===== src/rtl/sha2_pkg.sv =====
// SHA-224/256 shared constants, FSM state type and round functions.
// Imported by sha2_round and sha2_compress_engine.
package sha2_pkg;

  localparam logic [31:0] K [64] = '{
    32'h428a2f98, 32'h71374491, 32'hb5c0fbcf, 32'he9b5dba5,
    32'h3956c25b, 32'h59f111f1, 32'h923f82a4, 32'hab1c5ed5,
    32'hd807aa98, 32'h12835b01, 32'h243185be, 32'h550c7dc3,
    32'h72be5d74, 32'h80deb1fe, 32'h9bdc06a7, 32'hc19bf174,
    32'he49b69c1, 32'hefbe4786, 32'h0fc19dc6, 32'h240ca1cc,
    32'h2de92c6f, 32'h4a7484aa, 32'h5cb0a9dc, 32'h76f988da,
    32'h983e5152, 32'ha831c66d, 32'hb00327c8, 32'hbf597fc7,
    32'hc6e00bf3, 32'hd5a79147, 32'h06ca6351, 32'h14292967,
    32'h27b70a85, 32'h2e1b2138, 32'h4d2c6dfc, 32'h53380d13,
    32'h650a7354, 32'h766a0abb, 32'h81c2c92e, 32'h92722c85,
    32'ha2bfe8a1, 32'ha81a664b, 32'hc24b8b70, 32'hc76c51a3,
    32'hd192e819, 32'hd6990624, 32'hf40e3585, 32'h106aa070,
    32'h19a4c116, 32'h1e376c08, 32'h2748774c, 32'h34b0bcb5,
    32'h391c0cb3, 32'h4ed8aa4a, 32'h5b9cca4f, 32'h682e6ff3,
    32'h748f82ee, 32'h78a5636f, 32'h84c87814, 32'h8cc70208,
    32'h90befffa, 32'ha4506ceb, 32'hbef9a3f7, 32'hc67178f2
  };

  localparam logic [255:0] IV256 = {
    32'h6a09e667, 32'hbb67ae85, 32'h3c6ef372, 32'ha54ff53a,
    32'h510e527f, 32'h9b05688c, 32'h1f83d9ab, 32'h5be0cd19
  };

  localparam logic [255:0] IV224 = {
    32'hc1059ed8, 32'h367cd507, 32'h3070dd17, 32'hf70e5939,
    32'hffc00b31, 32'h68581511, 32'h64f98fa7, 32'hbefa4fa4
  };

  typedef enum logic [1:0] {IDLE, ROUND, FINAL} state_t;

  function automatic logic [31:0] rotr(
    input logic [31:0] x,
    input int          n
  );
    return (x >> n) | (x << (32 - n));
  endfunction

  function automatic logic [31:0] Sigma0(input logic [31:0] x);
    return rotr(x, 2) ^ rotr(x, 13) ^ rotr(x, 22);
  endfunction

  function automatic logic [31:0] Sigma1(input logic [31:0] x);
    return rotr(x, 6) ^ rotr(x, 11) ^ rotr(x, 25);
  endfunction

  function automatic logic [31:0] sigma0(input logic [31:0] x);
    return rotr(x, 7) ^ rotr(x, 18) ^ (x >> 3);
  endfunction

  function automatic logic [31:0] sigma1(input logic [31:0] x);
    return rotr(x, 17) ^ rotr(x, 19) ^ (x >> 10);
  endfunction

  function automatic logic [31:0] Ch(
    input logic [31:0] x,
    input logic [31:0] y,
    input logic [31:0] z
  );
    return (x & y) ^ (~x & z);
  endfunction

  function automatic logic [31:0] Maj(
    input logic [31:0] x,
    input logic [31:0] y,
    input logic [31:0] z
  );
    return (x & y) ^ (x & z) ^ (y & z);
  endfunction

endpackage


===== src/rtl/sha2_round.sv =====
// One combinational SHA-2 round: {a..h} with Kt, Wt -> next {a..h}.
// Word a sits in cur[255:224], h in cur[31:0].
module sha2_round
  import sha2_pkg::*;
(
  input  logic [255:0] cur,
  input  logic [31:0]  k,
  input  logic [31:0]  w,
  output logic [255:0] nxt
);

  logic [31:0] a, b, c, d, e, f, g, h;
  logic [31:0] t1, t2;

  assign {a, b, c, d, e, f, g, h} = cur;
  assign t1 = h + Sigma1(e) + Ch(e, f, g) + k + w;
  assign t2 = Sigma0(a) + Maj(a, b, c);
  assign nxt = {t1 + t2, a, b, c, d + t1, e, f, g};

endmodule


===== src/rtl/sha2_compress_engine.sv =====
// SHA-224/256 block compression engine, UNROLL rounds per clock.
// Define SHA2_ZEROIZE_EN to add the synchronous zeroize_i clear.
module sha2_compress_engine
  import sha2_pkg::*;
#(
  parameter int UNROLL = 1
) (
  input  logic         clk,
  input  logic         rst_n,
  input  logic         blk_valid_i,
  output logic         blk_ready_o,
  input  logic [511:0] blk_i,
  input  logic         first_i,
  input  logic         mode_i,
  output logic         digest_valid_o,
  output logic [255:0] digest_o,
`ifdef SHA2_ZEROIZE_EN
  input  logic         zeroize_i,
`endif
  output logic         busy_o
);

  localparam int ROUND_CYCLES = 64 / UNROLL;
  localparam logic [5:0] T_LAST = 6'(UNROLL * (ROUND_CYCLES - 1));

  if (UNROLL != 1 && UNROLL != 2 && UNROLL != 4) begin : g_bad_unroll
    $error("UNROLL must be 1, 2 or 4");
  end

  state_t       state, nstate;
  logic [255:0] wv, hv, dig;
  logic [255:0] rnd_out, hsum, dmask, cv;
  logic [31:0]  w  [16];
  logic [31:0]  wn [16];
  logic [5:0]   t;
  logic         mode, zero, accept;

`ifdef SHA2_ZEROIZE_EN
  assign zero = zeroize_i;
`else
  assign zero = 1'b0;
`endif

  assign accept = (state == IDLE) && blk_valid_i && !zero;
  assign cv = first_i ? (mode_i ? IV224 : IV256) : hv;

  // Schedule words 16..16+UNROLL-1 past the window; later ones reuse earlier.
  for (genvar j = 0; j < UNROLL; j++) begin : g_sch
    logic [31:0] v;
    if (j < 2) begin : g_lo
      assign v = sigma1(w[14 + j]) + w[9 + j]
               + sigma0(w[1 + j]) + w[j];
    end else begin : g_hi
      assign v = sigma1(g_sch[j - 2].v) + w[9 + j]
               + sigma0(w[1 + j]) + w[j];
    end
  end

  for (genvar i = 0; i < 16; i++) begin : g_shift
    if (i + UNROLL < 16) begin : g_old
      assign wn[i] = w[i + UNROLL];
    end else begin : g_new
      assign wn[i] = g_sch[i + UNROLL - 16].v;
    end
  end

  for (genvar j = 0; j < UNROLL; j++) begin : g_rnd
    logic [255:0] src, o;
    if (j == 0) begin : g_head
      assign src = wv;
    end else begin : g_link
      assign src = g_rnd[j - 1].o;
    end
    sha2_round u_round (
      .cur (src),
      .k   (K[t + 6'(j)]),
      .w   (w[j]),
      .nxt (o)
    );
  end

  assign rnd_out = g_rnd[UNROLL - 1].o;

  always_comb begin
    hsum = '0;
    for (int i = 0; i < 8; i++)
      hsum[32*i +: 32] = hv[32*i +: 32] + wv[32*i +: 32];
  end

  assign dmask = mode ? {hsum[255:32], 32'h0} : hsum;

  always_ff @(posedge clk or negedge rst_n) begin
    if (!rst_n) state <= IDLE;
    else        state <= nstate;
  end

  always_comb begin
    nstate = state;
    unique case (state)
      IDLE:    if (accept) nstate = ROUND;
      ROUND:   if (t == T_LAST) nstate = FINAL;
      FINAL:   nstate = IDLE;
      default: nstate = IDLE;
    endcase
    if (zero) nstate = IDLE;
  end

  always_comb begin
    blk_ready_o    = 1'b0;
    busy_o         = 1'b1;
    digest_valid_o = 1'b0;
    digest_o       = dig;
    unique case (state)
      IDLE: begin
        blk_ready_o = rst_n && !zero;
        busy_o      = 1'b0;
      end
      FINAL: begin
        digest_valid_o = !zero;
        if (!zero) digest_o = dmask;
      end
      default: ;
    endcase
  end

  always_ff @(posedge clk or negedge rst_n) begin
    if (!rst_n) begin
      wv   <= '0;
      hv   <= '0;
      dig  <= '0;
      t    <= '0;
      mode <= 1'b0;
      for (int i = 0; i < 16; i++) w[i] <= '0;
    end else if (zero) begin
      wv   <= '0;
      hv   <= '0;
      dig  <= '0;
      t    <= '0;
      mode <= 1'b0;
      for (int i = 0; i < 16; i++) w[i] <= '0;
    end else if (accept) begin
      for (int i = 0; i < 16; i++) w[i] <= blk_i[511 - 32*i -: 32];
      wv <= cv;
      hv <= cv;
      t  <= '0;
      if (first_i) mode <= mode_i;
    end else if (state == ROUND) begin
      for (int i = 0; i < 16; i++) w[i] <= wn[i];
      wv <= rnd_out;
      t  <= t + 6'(UNROLL);
    end else if (state == FINAL) begin
      hv  <= hsum;
      dig <= dmask;
    end
  end

endmodule

===== config.mk =====
export PLATFORM = sky130hd
export DESIGN_NAME = sha2_compress_engine
export DESIGN_NICKNAME = d
export VERILOG_FILES = /design/src/rtl/sha2_pkg.sv /design/src/rtl/sha2_round.sv /design/src/rtl/sha2_compress_engine.sv
export SDC_FILE = /design/constraint.sdc
export NUM_CORES = 2
export LEC_CHECK = 0
export ABC_AREA = 0
export CORE_ASPECT_RATIO = 0.7
export CORE_MARGIN = 4
export CORE_UTILIZATION = 55
export CTS_BUF_LIST = sky130_fd_sc_hd__clkbuf_2 sky130_fd_sc_hd__clkbuf_4 sky130_fd_sc_hd__clkbuf_8
export DETAILED_ROUTE_END_ITERATION = 10
export PLACE_DENSITY = 0.83
export SYNTH_ARGS = -nofsm -noshare
export SYNTH_HDL_FRONTEND = slang
export SYNTH_HIERARCHICAL = 1
export SYNTH_SLANG_ARGS = --single-unit

===== constraint.sdc =====
create_clock -name clk -period 13.1 [get_ports clk]
set_input_delay 1.965 -clock clk [delete_from_list [all_inputs] [get_ports clk]]
set_output_delay 1.965 -clock clk [all_outputs]
set_load 0.005 [all_outputs]

==> results.txt <==
The run finished, with violations left. The checks that failed: max-capacitance violations. The worst slew margin relative to its limit is 0.101%.

The logs give 0 for the total global routing overflow and 0 for the final hold violation count. The first global-routing pass estimated 536 mm of wire. The vertical extent of the die is 335 um.

The cell count after synthesis was 9,854; the via density per instance was 6.64. For the worst setup path, the data arrival time is 10.96 ns. The initial core utilization was 55.6%. The run gives 286 mm as the final HPWL from detailed placement. The tools report the sort of element at the start of the critical path as a flip-flop.

The growth of design area from synthesis to finish came out at 14.8%. The maximum fanout count along the critical path works out to 20. The global-route met2 utilization is 56.8%.

For this design the top-level I/O count stands at 776. For this block, the initial DRC count from the detailed router was 13,600. The logs give 0 for the count of final max-slew check failures and 76,400 for the number of global-route vias before repair. After detailed routing, the average wire length per cell comes to 30.6 um. The library cells used most frequently in the layout, excluding fill and tap cells, are sky130_fd_sc_hd__nand2_1, sky130_fd_sc_hd__dfrtp_1, sky130_fd_sc_hd__a21oi_1. The logs give 214 for the pin count of the biggest net entering global routing and 0.159 sq mm for the die area. The net count of the finished layout is 11,300.

Routability-driven placement finished with a final weighted congestion of 1.07. Setup slack on the worst reg-to-reg path comes out at 2.96 ns. Clock-pin slew was measured on the worst setup and hold paths at 0.07 ns. Global routing consumed, on the met3 layer, 24.8% of the routing resources. In this run, distinct cell masters in the synthesized netlist total 90. The routed wire length came out at 379 mm. The run gives 10 as the number of iterations in the first detailed-routing pass. In the synthesized netlist the async set-or-reset flop fraction comes to 100%.

The clock net in this run drives a total of 1,289 sinks. The tools report the clock root buffer master as sky130_fd_sc_hd__clkbuf_8. The proportion of layout cells with a drive suffix above 1 works out to 5.93%. In this run the remaining antenna-violating nets after routing total 0.

After layout, the worst path uses 77.4% of the clock period. In this run the worst hold path is classified as flip-flop to flip-flop. Synthesized flop and latch total: 1,289. Setup repair after global routing left no endpoint under its margin. The most used flip-flop cell after synthesis is sky130_fd_sc_hd__dfrtp_1. Post-layout minimum cycle time: 10.14 ns.

The clock passes through at most 3 buffers. After synthesis the cells add up to 0.0842 sq mm. For the post-place setup slack, the log shows 3.30 ns. STA classifies the critical path endpoint as a flip-flop.

The number of max-capacitance violations reported was 1; the global-route usage over all layers was 46.2%. For the worst-skew pair, the clock arrives at the later sink with an insertion delay of 1.02 ns. Leaving out fill and tap cells, the most frequent cell in the layout is sky130_fd_sc_hd__nand2_1. TritonCTS built the clock tree. Count of final setup violators: 0. The floorplan has 119 rows. In this run, post-CTS repair resized a total of 0 instances. In this run the post-CTS setup repair buffer count came out at 0. The logs give 0 ns for the setup TNS and 0.151 sq mm for the area of the core.

The count of port buffers added during placement is 775, and the maximum operating frequency is 98.6 MHz. The worst-path cell with the longest stage delay is sky130_fd_sc_hd__ha_1. The global routing usage on met1 is 66.8%, and the synthesized net count is 11,000. The largest single stage delay on the critical path is 0.76 ns. Counting flops with a built-in enable in the synthesized netlist gives 0.

The count of vias placed by the detailed router was 82,300; the width of the chip was 476 um. After clock tree synthesis, the flow added hold-fix buffers numbering 0. The maximum clock skew at final layout came out at 0.0893 ns. For this run, design rule violations remaining after detail routing come to 0. Across all setup checks in the final design, the least slack found is 2.96 ns. The number of H-tree levels was 4; the total number of yosys warnings was 6. In this run, CTS created clock tree buffers numbering 204.

The transition time at the pin with the least slew margin was 1.48 ns. The number of antenna violations at the first check in global routing is 81, and the synthesized area divided by synthesized cell count is 8.54 sq um. Most used routing layer in global routing: met1. For this run, the register share of the synthesized area comes to 38.3%. The critical path is of the flip-flop to flip-flop type.

The worst endpoint required time was 13.92 ns. The post-route core utilization came out at 63.9%.
==> layout make-up <==
class	count	area [sq um]
flip-flops and latches	1289	32300
inverters	416	1570
fillers	12600	54600
clock inverters	55	608
multi-input cells	7321	46600
clock buffers	313	3930
repair buffers	918	8930
diodes	84	210
well taps	1996	2500
==> cells in the mapped netlist, types with 70 or more instances <==
cell type	number	area [sq um]
sky130_fd_sc_hd__nor2_1	405	1520
sky130_fd_sc_hd__o21ai_0	668	3340
sky130_fd_sc_hd__fa_1	195	3900
sky130_fd_sc_hd__nor3_1	141	706
sky130_fd_sc_hd__nand3_1	91	455
sky130_fd_sc_hd__nand2_1	2078	7800
sky130_fd_sc_hd__xnor2_1	381	3340
sky130_fd_sc_hd__clkbuf_1	564	2120
sky130_fd_sc_hd__a22oi_1	492	3690
sky130_fd_sc_hd__buf_1	70	263
sky130_fd_sc_hd__a21oi_1	854	4270
sky130_fd_sc_hd__dfrtp_1	1289	32300
sky130_fd_sc_hd__ha_1	389	4870
sky130_fd_sc_hd__inv_1	414	1550
sky130_fd_sc_hd__and3_1	80	500
sky130_fd_sc_hd__a21o_1	238	1790
sky130_fd_sc_hd__buf_4	193	1450
sky130_fd_sc_hd__a31oi_1	240	1500
sky130_fd_sc_hd__xor2_1	189	1660
==> final timing paths <==
kind	startpoint	to	cells after the start
worst max-delay path	t[0]$_DFFE_PN0N_	g_rnd[0].src[254]$_DFFE_PN0N_	35
worst min-delay path	dig[222]$_DFFE_PN0P_	dig[222]$_DFFE_PN0P_	2
worst max register to register	t[0]$_DFFE_PN0N_	g_rnd[0].src[254]$_DFFE_PN0N_	35
worst min register to register	dig[222]$_DFFE_PN0P_	dig[222]$_DFFE_PN0P_	2
max in group asynchronous	rst_n	dig[118]$_DFFE_PN0P_	5
min in group asynchronous	rst_n	w[100]$_DFFE_PN0N_	1
==> sequential cells by signal, summed over array words and instances (netlist names) <==
signal	cells
hv	256
dig	256
state	2
g_rnd.src	256
w	512
mode	1
t	6
==> worst max-delay path, delay by kind of cell (launching register included) <==
kind | cells | cell delay [ns]
buf+inv | 4 | 0.73
flops | 1 | 0.38
xor+xnor | 1 | 0.42
compound gates | 14 | 3.53
fa+ha+maj | 7 | 3.33
simple gates | 9 | 1.58
==> stage by stage <==
step | hold WS (ns) | area (sq um) | instances
finish | 0.460 | 96600 | 12400
global route | 0.487 | 96600 | 12400
CTS | 0.463 | 96400 | 12300
detailed placement | 0.449 | 91900 | 11900
global placement | 0.443 | 91900 | 11900
floorplan | 0.433 | 84200 | 9854
==> cell families after synthesis <==
family                     Yosys count  share of synthesized area, %
AOI/OAI and AO/OA                 3053                          22.9
muxes                               64                         0.889
adders and majority gates          605                          10.7
and+or+nand+nor                   3029                          14.9
buffers and inverters             1244                          6.41
DFF                               1289                          38.3
xor gates and xnor gates           570                          5.93
==> metal layers <==
metal,routed length (um),vias to the layer above
met5,1280,-
met4,15100,20
met3,68000,921
met2,140000,6279
met1,154000,40300
li1,-,34800
Power is left out: the tool's default activity adds up to more than one toggle a clock period on the data nets, which glitch-free logic cannot reach.
